<file path="config.mk">
export PLATFORM = sky130hd
export DESIGN_NAME = squid_encode_ctrl_flat
export DESIGN_NICKNAME = d
export VERILOG_FILES = /design/src/rtl/squid_encode_ctrl_if.sv /design/src/rtl/squid_encode_ctrl.sv /design/src/flat_wrapper.sv
export SDC_FILE = /design/constraint.sdc
export NUM_CORES = 1
export LEC_CHECK = 0
export CAP_MARGIN = 0
export CORE_UTILIZATION = 45
export DETAILED_ROUTE_END_ITERATION = 8
export GPL_ROUTABILITY_DRIVEN = 0
export PLACE_DENSITY = 0.77
export SYNTH_ARGS = -nofsm -noshare
export SYNTH_HDL_FRONTEND = slang
export SYNTH_SLANG_ARGS = --single-unit
</file>
<file path="constraint.sdc">
create_clock -name clk -period 3 [get_ports clk]
set_input_delay 0.6 -clock clk [delete_from_list [all_inputs] [get_ports clk]]
set_output_delay 0.6 -clock clk [all_outputs]
set_load 0.005 [all_outputs]
</file>
<file path="src/rtl/squid_encode_ctrl_if.sv">
// Weight-in / encoded-block-out bundle for squid_encode_ctrl.
// slave = controller side, master = upstream/encoder/downstream side.
interface squid_encode_ctrl_if;
  logic        w_valid;
  logic [5:0]  w_data;
  logic        w_last;
  logic        w_ready;
  logic [47:0] enc_block;
  logic [15:0] enc_pp;
  logic        out_valid;
  logic [15:0] out_pp;
  logic        out_pad;
  logic        out_ready;

  modport slave (
    input  w_valid,
    input  w_data,
    input  w_last,
    output w_ready,
    output enc_block,
    input  enc_pp,
    output out_valid,
    output out_pp,
    output out_pad,
    input  out_ready
  );

  modport master (
    output w_valid,
    output w_data,
    output w_last,
    input  w_ready,
    input  enc_block,
    output enc_pp,
    input  out_valid,
    input  out_pp,
    input  out_pad,
    output out_ready
  );
endinterface

</file>
<file path="src/rtl/squid_encode_ctrl.sv">
// Collects 6-bit weights into 8-slot blocks, hands them to the
// encoder datapath, and holds the registered result until taken.
module squid_encode_ctrl #(
  parameter int CNT_W = 16
) (
  input  logic             clk,
  input  logic             rst,
  squid_encode_ctrl_if.slave bus,
  output logic [CNT_W-1:0] blk_cnt
);

  typedef enum logic [1:0] {
    FILL,
    ENC,
    OUT
  } state_t;

  state_t           state_q, state_d;
  logic [2:0]       idx_q, idx_d;
  logic [5:0]       slot_q [8];
  logic [5:0]       slot_d [8];
  logic             pad_q, pad_d;
  logic [15:0]      pp_q, pp_d;
  logic             opad_q, opad_d;
  logic [CNT_W-1:0] cnt_q, cnt_d;
  logic [47:0]      blk;
  logic             acc;
  logic             dlv;
  logic             close;

  assign bus.w_ready   = (state_q == FILL) & ~rst;
  assign bus.out_valid = (state_q == OUT) & ~rst;
  assign bus.out_pp    = pp_q;
  assign bus.out_pad   = opad_q;
  assign bus.enc_block = blk;
  assign blk_cnt       = cnt_q;

  assign acc   = bus.w_valid & bus.w_ready;
  assign dlv   = bus.out_valid & bus.out_ready;
  assign close = bus.w_last | (idx_q == 3'd7);

  // Pack slot registers onto the encoder bus, slot 0 in the low bits.
  always_comb begin
    blk = '0;
    for (int k = 0; k < 8; k++) begin
      blk[6*k +: 6] = slot_q[k];
    end
  end

  // Next-state and datapath updates for the fill/encode/output cycle.
  always_comb begin
    state_d = state_q;
    idx_d   = idx_q;
    pad_d   = pad_q;
    pp_d    = pp_q;
    opad_d  = opad_q;
    cnt_d   = cnt_q;
    for (int k = 0; k < 8; k++) begin
      slot_d[k] = slot_q[k];
    end
    unique case (state_q)
      FILL: begin
        if (acc) begin
          slot_d[idx_q] = bus.w_data;
          if (close) begin
            idx_d   = 3'd0;
            state_d = ENC;
            if (idx_q != 3'd7) begin
              pad_d = 1'b1;
              for (int k = 0; k < 8; k++) begin
                if (3'(k) > idx_q) begin
                  slot_d[k] = '0;
                end
              end
            end
          end else begin
            idx_d = idx_q + 3'd1;
          end
        end
      end
      ENC: begin
        pp_d    = bus.enc_pp;
        opad_d  = pad_q;
        state_d = OUT;
      end
      OUT: begin
        if (dlv) begin
          for (int k = 0; k < 8; k++) begin
            slot_d[k] = '0;
          end
          pad_d   = 1'b0;
          cnt_d   = cnt_q + 1'b1;
          state_d = FILL;
        end
      end
      default: begin
        state_d = FILL;
      end
    endcase
  end

  // State registers; reset drops any partial or pending block.
  always_ff @(posedge clk) begin
    if (rst) begin
      state_q <= FILL;
      idx_q   <= '0;
      pad_q   <= 1'b0;
      pp_q    <= '0;
      opad_q  <= 1'b0;
      cnt_q   <= '0;
      for (int k = 0; k < 8; k++) begin
        slot_q[k] <= '0;
      end
    end else begin
      state_q <= state_d;
      idx_q   <= idx_d;
      pad_q   <= pad_d;
      pp_q    <= pp_d;
      opad_q  <= opad_d;
      cnt_q   <= cnt_d;
      for (int k = 0; k < 8; k++) begin
        slot_q[k] <= slot_d[k];
      end
    end
  end

endmodule

</file>
<file path="src/flat_wrapper.sv">
// flat-port wrapper written by rule: the top's interface ports become plain ports
module squid_encode_ctrl_flat 
#(
  parameter int CNT_W = 16
)
  (clk, rst, blk_cnt, bus_w_valid, bus_w_data, bus_w_last, bus_w_ready, bus_enc_block, bus_enc_pp, bus_out_valid, bus_out_pp, bus_out_pad, bus_out_ready);
  squid_encode_ctrl_if bus_i ();
  input  logic clk;
  input  logic rst;
  output logic [CNT_W-1:0] blk_cnt;
  input wire logic [$bits(bus_i.w_valid)-1:0] bus_w_valid;
  input wire logic [$bits(bus_i.w_data)-1:0] bus_w_data;
  input wire logic [$bits(bus_i.w_last)-1:0] bus_w_last;
  output wire logic [$bits(bus_i.w_ready)-1:0] bus_w_ready;
  output wire logic [$bits(bus_i.enc_block)-1:0] bus_enc_block;
  input wire logic [$bits(bus_i.enc_pp)-1:0] bus_enc_pp;
  output wire logic [$bits(bus_i.out_valid)-1:0] bus_out_valid;
  output wire logic [$bits(bus_i.out_pp)-1:0] bus_out_pp;
  output wire logic [$bits(bus_i.out_pad)-1:0] bus_out_pad;
  input wire logic [$bits(bus_i.out_ready)-1:0] bus_out_ready;
  assign bus_i.w_valid = bus_w_valid;
  assign bus_i.w_data = bus_w_data;
  assign bus_i.w_last = bus_w_last;
  assign bus_w_ready = bus_i.w_ready;
  assign bus_enc_block = bus_i.enc_block;
  assign bus_i.enc_pp = bus_enc_pp;
  assign bus_out_valid = bus_i.out_valid;
  assign bus_out_pp = bus_i.out_pp;
  assign bus_out_pad = bus_i.out_pad;
  assign bus_i.out_ready = bus_out_ready;
  squid_encode_ctrl #(.CNT_W(CNT_W)) u_core (.clk(clk), .rst(rst), .bus(bus_i), .blk_cnt(blk_cnt));
endmodule
</file>
==> results.json, run 1 <==
{
  "io_buffers": 109,
  "overflow": 0,
  "setup_viol": 0,
  "yosysTopAreaCell": "dfxtp_1",
  "crit_type": "flop to primary output",
  "path_clk_slew_ns": 0.08,
  "ys_top_cells_by_area": "dfxtp_1 48%, mux2i_1 13%, nor2_1 7.4%",
  "placementRows": 32,
  "drtIter0Drc": 172,
  "netlist_area_sq_um": 3612,
  "yosys_warnings": 0,
  "syn_to_final_growth_pct": 37.20,
  "maxSlewViolCount": 0,
  "rrSetupSlack_ns": 0.80,
  "grt_pass1_wl_microns": 14260,
  "grt_usage": 0.2151,
  "required_ns": 2.40,
  "ir_drop_mv": 0.3031,
  "fmax_ghz": 0.4061,
  "synth_most_common_cell": "dfxtp_1",
  "cp-start-kind": "flop",
  "synth_common_cells": "87 x dfxtp_1, 71 x nor2_1, 48 x mux2i_1, 42 x nand2_1, 36 x a21oi_1",
  "r2r_start": "u_core.idx_q[0]$_SDFFE_PP0P_",
  "clkSinkCount": 87,
  "vias": 3096,
  "endpoint_kind": "primary output",
  "worstHoldPathType": "flop to flop",
  "syn_nets": 427,
  "holdPathStages": 2,
  "cts_root_buffer": "clkbuf_8",
  "yosysTopAreaCellShare": 0.4822,
  "fin_crit_sh": 0.8207,
  "outcome": "finished clean",
  "die_x_microns": 91.60,
  "core_sq_um": 7727,
  "crit_end": "bus_out_valid",
  "syn_inst": 395,
  "rsz0062_at_grt": "no",
  "drive_above_1_share": 0.07186,
  "grt_max_degree": 30,
  "cts_tree": "yes",
  "first_global_vias": 2926,
  "worst_pin_slew_ns": 0.6908,
  "nets": 528,
  "antenna_found_initial": 0,
  "clk_path_buf_depth": 2,
  "die_area_sq_um": 8390,
  "reg2reg_depth": 6,
  "hpwlAfterDp_microns": 6372,
  "clock_latency_ns": 0.35,
  "worst_ep_arrival_time_ns": 1.86,
  "fin_skew_ns": 0.01339,
  "drc": 0,
  "routed_wl_microns": 8817,
  "hold_viol_final": 0,
  "final_antenna_net_count": 0,
  "n_antenna_cell": 0,
  "holdBufCountCts": 0,
  "seq_area_frac_synth": 0.4822,
  "async_flop_share": 0,
  "synth_flop_cell": "dfxtp_1",
  "critPathMaxFanout": 13,
  "ctsResizeCount": 0,
  "cts-buffers-inserted": 9,
  "fin_setup_tns_ns": 0,
  "die_height_microns": 91.60,
  "place_ws_ns": 0.4266,
  "synth_cell_types": 37,
  "max-cap-violations": 0,
  "wl_per_cell_microns": 14.62,
  "synth_edf_count": 0,
  "ys_ff_latch": 87,
  "cp-startpoint": "u_core.state_q[1]$_SDFFE_PP0P_",
  "htree_num_levels": 3,
  "p_leak_nw": 2.062,
  "slew_headroom": 0.5395,
  "regToRegEndpoint": "u_core.slot_q[0][15]$_SDFFE_PP0P_",
  "vias_per_cell": 5.134,
  "first_pass_iters": 4,
  "power.density_nw_per_um2": 440.6,
  "worst_slack_ns": 0.5378,
  "synth_area_per_cell_sq_um": 9.145,
  "start_util": 0.4675,
  "fin_crit_ns": 2.462,
  "postCtsSetupRepairBufs": 0,
  "io_pins": 110
}
[final cells by class]
cell class                      instances  area [sq um]
Inverter                                7         26.28
Clock inverter                          7         77.57
Fill cell                             632          2771
Sequential cell                        87          1742
Tap cell                              102         127.6
Multi-Input combinational cell        279          1750
Timing Repair Buffer                  112          1109
Clock buffer                            9         123.9
[per-stage QoR]
stage | utilization | power, W | area (sq um) | hold slack [ns] | std cells
final | 0.6414 | 0.002184 | 4956 | 0.4576 | 603
after global routing | 0.6414 | 0.002269 | 4956 | 0.4769 | 603
after CTS | 0.6414 | 0.002209 | 4956 | 0.4600 | 603
after detailed placement | 0.6153 | 0.001383 | 4755 | 0.4453 | 587
after global placement | 0.6153 | 0.001380 | 4755 | 0.4422 | 587
after floorplan | - | 0.001296 | 3612 | 0.4321 | 395
[metal layers]
metal,vias to the layer above,GRT usage,routed length [microns]
met5,-,0,0
met4,0,0.08333,97
met3,10,0.04020,428
met2,76,0.3647,4343
met1,1474,0.2690,3947
li1,1536,-,-
[flip-flops by register name (all words and copies together) (netlist names)]
name                flops
u_core.bus.out_pad      1
u_core.bus.out_pp      16
u_core.idx_q            3
u_core.slot_q          48
u_core.blk_cnt         16
u_core.state_q          2
u_core.pad_q            1
[cell families (layout without fill, tap and decap cells)]
kind of cell               Yosys count  count (layout)  synth area share
and+or+nand+nor                    164             164            0.2258
DFF                                 87              87            0.4822
muxes                               51              51            0.1424
AOI/OAI and AO/OA                   50              50           0.07724
buffers and inverters               29             135           0.03325
xor gates and xnor gates             9               9           0.02182
adders and majority gates            5               5           0.01732
[report_power, final]
group	switching (W)	total [W]	internal, W
Combinational	0.0000928	0.000175	0.0000827
Clock	0.000433	0.000827	0.000394
Sequential	0.0000122	0.00118	0.00117
Total	0.000538	0.00218	0.00165
[worst min-delay path by stage]
stage,start,end,slack [ns]
floorplan,u_core.pad_q$_SDFFE_PP0P_,u_core.bus.out_pad$_SDFFE_PP0N_,0.43
global placement,u_core.bus.out_pp[4]$_SDFFE_PP0N_,u_core.bus.out_pp[4]$_SDFFE_PP0N_,0.44
detailed placement,u_core.pad_q$_SDFFE_PP0P_,u_core.bus.out_pad$_SDFFE_PP0N_,0.45
CTS,u_core.bus.out_pp[9]$_SDFFE_PP0N_,u_core.bus.out_pp[9]$_SDFFE_PP0N_,0.46
global route,u_core.bus.out_pp[7]$_SDFFE_PP0N_,u_core.bus.out_pp[7]$_SDFFE_PP0N_,0.48
finish,u_core.bus.out_pp[9]$_SDFFE_PP0N_,u_core.bus.out_pp[9]$_SDFFE_PP0N_,0.46
[worst max-delay path, stage by stage (launching register included)]
cell,delay (ns)
dfxtp_1,0.49
nor2b_1,0.17
buf_4,0.19
nor2b_1,0.15
clkdlybuf4s50_1,0.53
[placed cells by master (no fill, tap or decap), drive strengths merged, types with 9 or more instances in the layout]
cell and n:
a21oi 36, clkbuf 9, clkdlybuf4s50 108, dfxtp 87, inv 10, mux2i 48, nand2 43, nand3 10
nor2 71
Power figures use the tool's default switching activity.
==> run 2: changes to the inputs <==
Clock period 3 ns to 2.4 ns, I/O delays scaled along.
==> results.json, run 2 (same netlist as run 1, synthesis figures left out) <==
{
  "outcome": "finished clean",
  "hold_end": "u_core.bus.out_pp[9]$_SDFFE_PP0N_",
  "fin_setup_tns_ns": 0,
  "io_pins": 110,
  "final_antenna_net_count": 0,
  "r2r_start": "u_core.idx_q[0]$_SDFFE_PP0P_",
  "p_leak_nw": 2.095,
  "critPathTopFamily": "buffers and inverters",
  "reg2reg_depth": 6,
  "worstHoldPathType": "flop to flop",
  "fin_skew_ns": 0.006147,
  "utilization": 0.6482,
  "rsz0062_at_grt": "no",
  "path_clk_slew_ns": 0.09,
  "postCtsSetupRepairBufs": 0,
  "cts-buffers-inserted": 9,
  "setup_viol": 0,
  "io_buffers": 109,
  "ir_drop_mv": 0.3933,
  "holdBufCountCts": 0,
  "max-cap-violations": 0,
  "crit_chain": "nor2b_1 > nor2b_1 > clkdlybuf4s50_1",
  "maxSlewViolCount": 0,
  "clock_latency_ns": 0.36,
  "htree_num_levels": 3,
  "slowest_stage": "clkdlybuf4s50_1",
  "fin_cells": 610,
  "vias_per_cell": 5.057,
  "grt_max_degree": 19,
  "combinationalPowerShare": 0.083,
  "mostFrequentLayoutCells": "108 x clkdlybuf4s50_1, 87 x dfxtp_1, 71 x nor2_1",
  "syn_to_final_growth_pct": 38.66,
  "switching_power_w": 0.0006888,
  "drtIter0Drc": 113,
  "hold_viol_final": 0,
  "nets": 535,
  "fillers": 639,
  "p_clk_frac": 0.380,
  "first_global_vias": 2933,
  "grt_pass1_wl_microns": 14270,
  "worst_pin_slew_ns": 0.6895,
  "fin_crit_ns": 2.203,
  "clk_path_buf_depth": 2,
  "top_register": "u_core.slot_q",
  "vias": 3085,
  "final_common_cell": "clkdlybuf4s50_1",
  "antenna_found_initial": 0,
  "fmax_ghz": 0.4539,
  "die_x_microns": 91.60,
  "die_height_microns": 91.60,
  "holdPathStages": 2,
  "power.density_nw_per_um2": 549.8,
  "start_util": 0.4675,
  "worst_ep_arrival_time_ns": 1.72,
  "crit_top_cell": "nor2b_1",
  "largest_reg_flops": 48,
  "hold_start": "u_core.bus.out_pp[9]$_SDFFE_PP0N_",
  "first_pass_iters": 6,
  "cts_root_buffer": "clkbuf_8",
  "cts_tree": "yes",
  "critPathMaxFanout": 7,
  "cp-start-kind": "flop",
  "clkSinkCount": 87,
  "wl_per_cell_microns": 14.40,
  "slew_headroom": 0.5404,
  "p_sw_frac": 0.2502,
  "total_power_w": 0.002753,
  "cp-startpoint": "u_core.state_q[1]$_SDFFE_PP0P_",
  "required_ns": 1.92,
  "rrSetupSlack_ns": 0.28,
  "crit_type": "flop to primary output",
  "ctsResizeCount": 0,
  "core_sq_um": 7727,
  "drc": 0,
  "grt_usage": 0.2181,
  "endpoint_kind": "primary output",
  "hpwlAfterDp_microns": 6317,
  "crit_path_max_incr_delay_ns": 0.54,
  "drive_above_1_share": 0.08465,
  "n_antenna_cell": 0,
  "routed_wl_microns": 8783,
  "cp.buffers_inverters": 1,
  "die_area_sq_um": 8390,
  "power.internal_w": 0.002065,
  "regToRegEndpoint": "u_core.slot_q[0][21]$_SDFFE_PP0P_",
  "dp_cells": 594,
  "fin_crit_sh": 0.9180,
  "placementRows": 32,
  "seq_power_share": 0.536,
  "overflow": 0
}
-- run 2: cell types whose count changed in the layout (fill, tap and decap cells not counted), sizes merged --
cell,previous run,this run
buf,4,11
-- run 2: worst reg2reg max path, cell delays in order (launching register included) --
cell      delay, ns
dfxtp_1        0.43
ha_1           0.26
ha_1           0.22
nor3b_1        0.46
a21oi_1        0.13
o21bai_1       0.38
nor2_1         0.12
-- run 2: worst max-delay path by stage --
stage	end	slack, ns	depth (start not counted)
global placement	u_core.blk_cnt[14]$_SDFFE_PP0P_	0.17	5
global route	u_core.slot_q[0][21]$_SDFFE_PP0P_	0.0006	6
finish	bus_out_valid	0.20	3
detailed placement	u_core.slot_q[0][22]$_SDFFE_PP0P_	0.07	6
CTS	bus_out_valid	0.18	3
floorplan	u_core.blk_cnt[14]$_SDFFE_PP0P_	0.60	5
-- run 2: cell type report --
class | count | area [sq um] | share of cell area
Sequential cell | 87 | 1742 | 0.3477
Inverter | 7 | 26.28 | 0.005246
Multi-Input combinational cell | 279 | 1750 | 0.3495
Clock buffer | 9 | 123.9 | 0.02473
Clock inverter | 7 | 77.57 | 0.01549
Timing Repair Buffer | 119 | 1161 | 0.2318
Tap cell | 102 | 127.6 | 0.02548
-- run 2: metrics by stage --
stage	hold slack (ns)	setup WS (ns)	area, sq um
after global placement	0.4420	0.1750	4807
after detailed placement	0.4476	0.07042	4807
after CTS	0.4459	0.1759	5009
after floorplan	0.4321	0.5959	3612
final	0.4566	0.1969	5009
after global routing	0.4766	0.0005993	5009
-- run 2: metal layers --
layer  share of wire  global-route usage  vias up  wire length (microns)
met5               0                   0        -                      0
met4           0.015             0.09392        0                    136
met3           0.050             0.05611       11                    438
met2            0.47              0.3596       73                   4160
met1            0.46              0.2679     1452                   4048
li1                -                   -     1549                      -
-- run 2: power groups by stage --
stage	Clock, W	Combinational [W]	Sequential (W)
after detailed placement	0	0.000228	0.00151
after global placement	0	0.000224	0.00151
final	0.00105	0.000229	0.00148
after CTS	0.00107	0.000229	0.00148
after floorplan	0	0.000112	0.00151
after global routing	0.00112	0.000251	0.00148
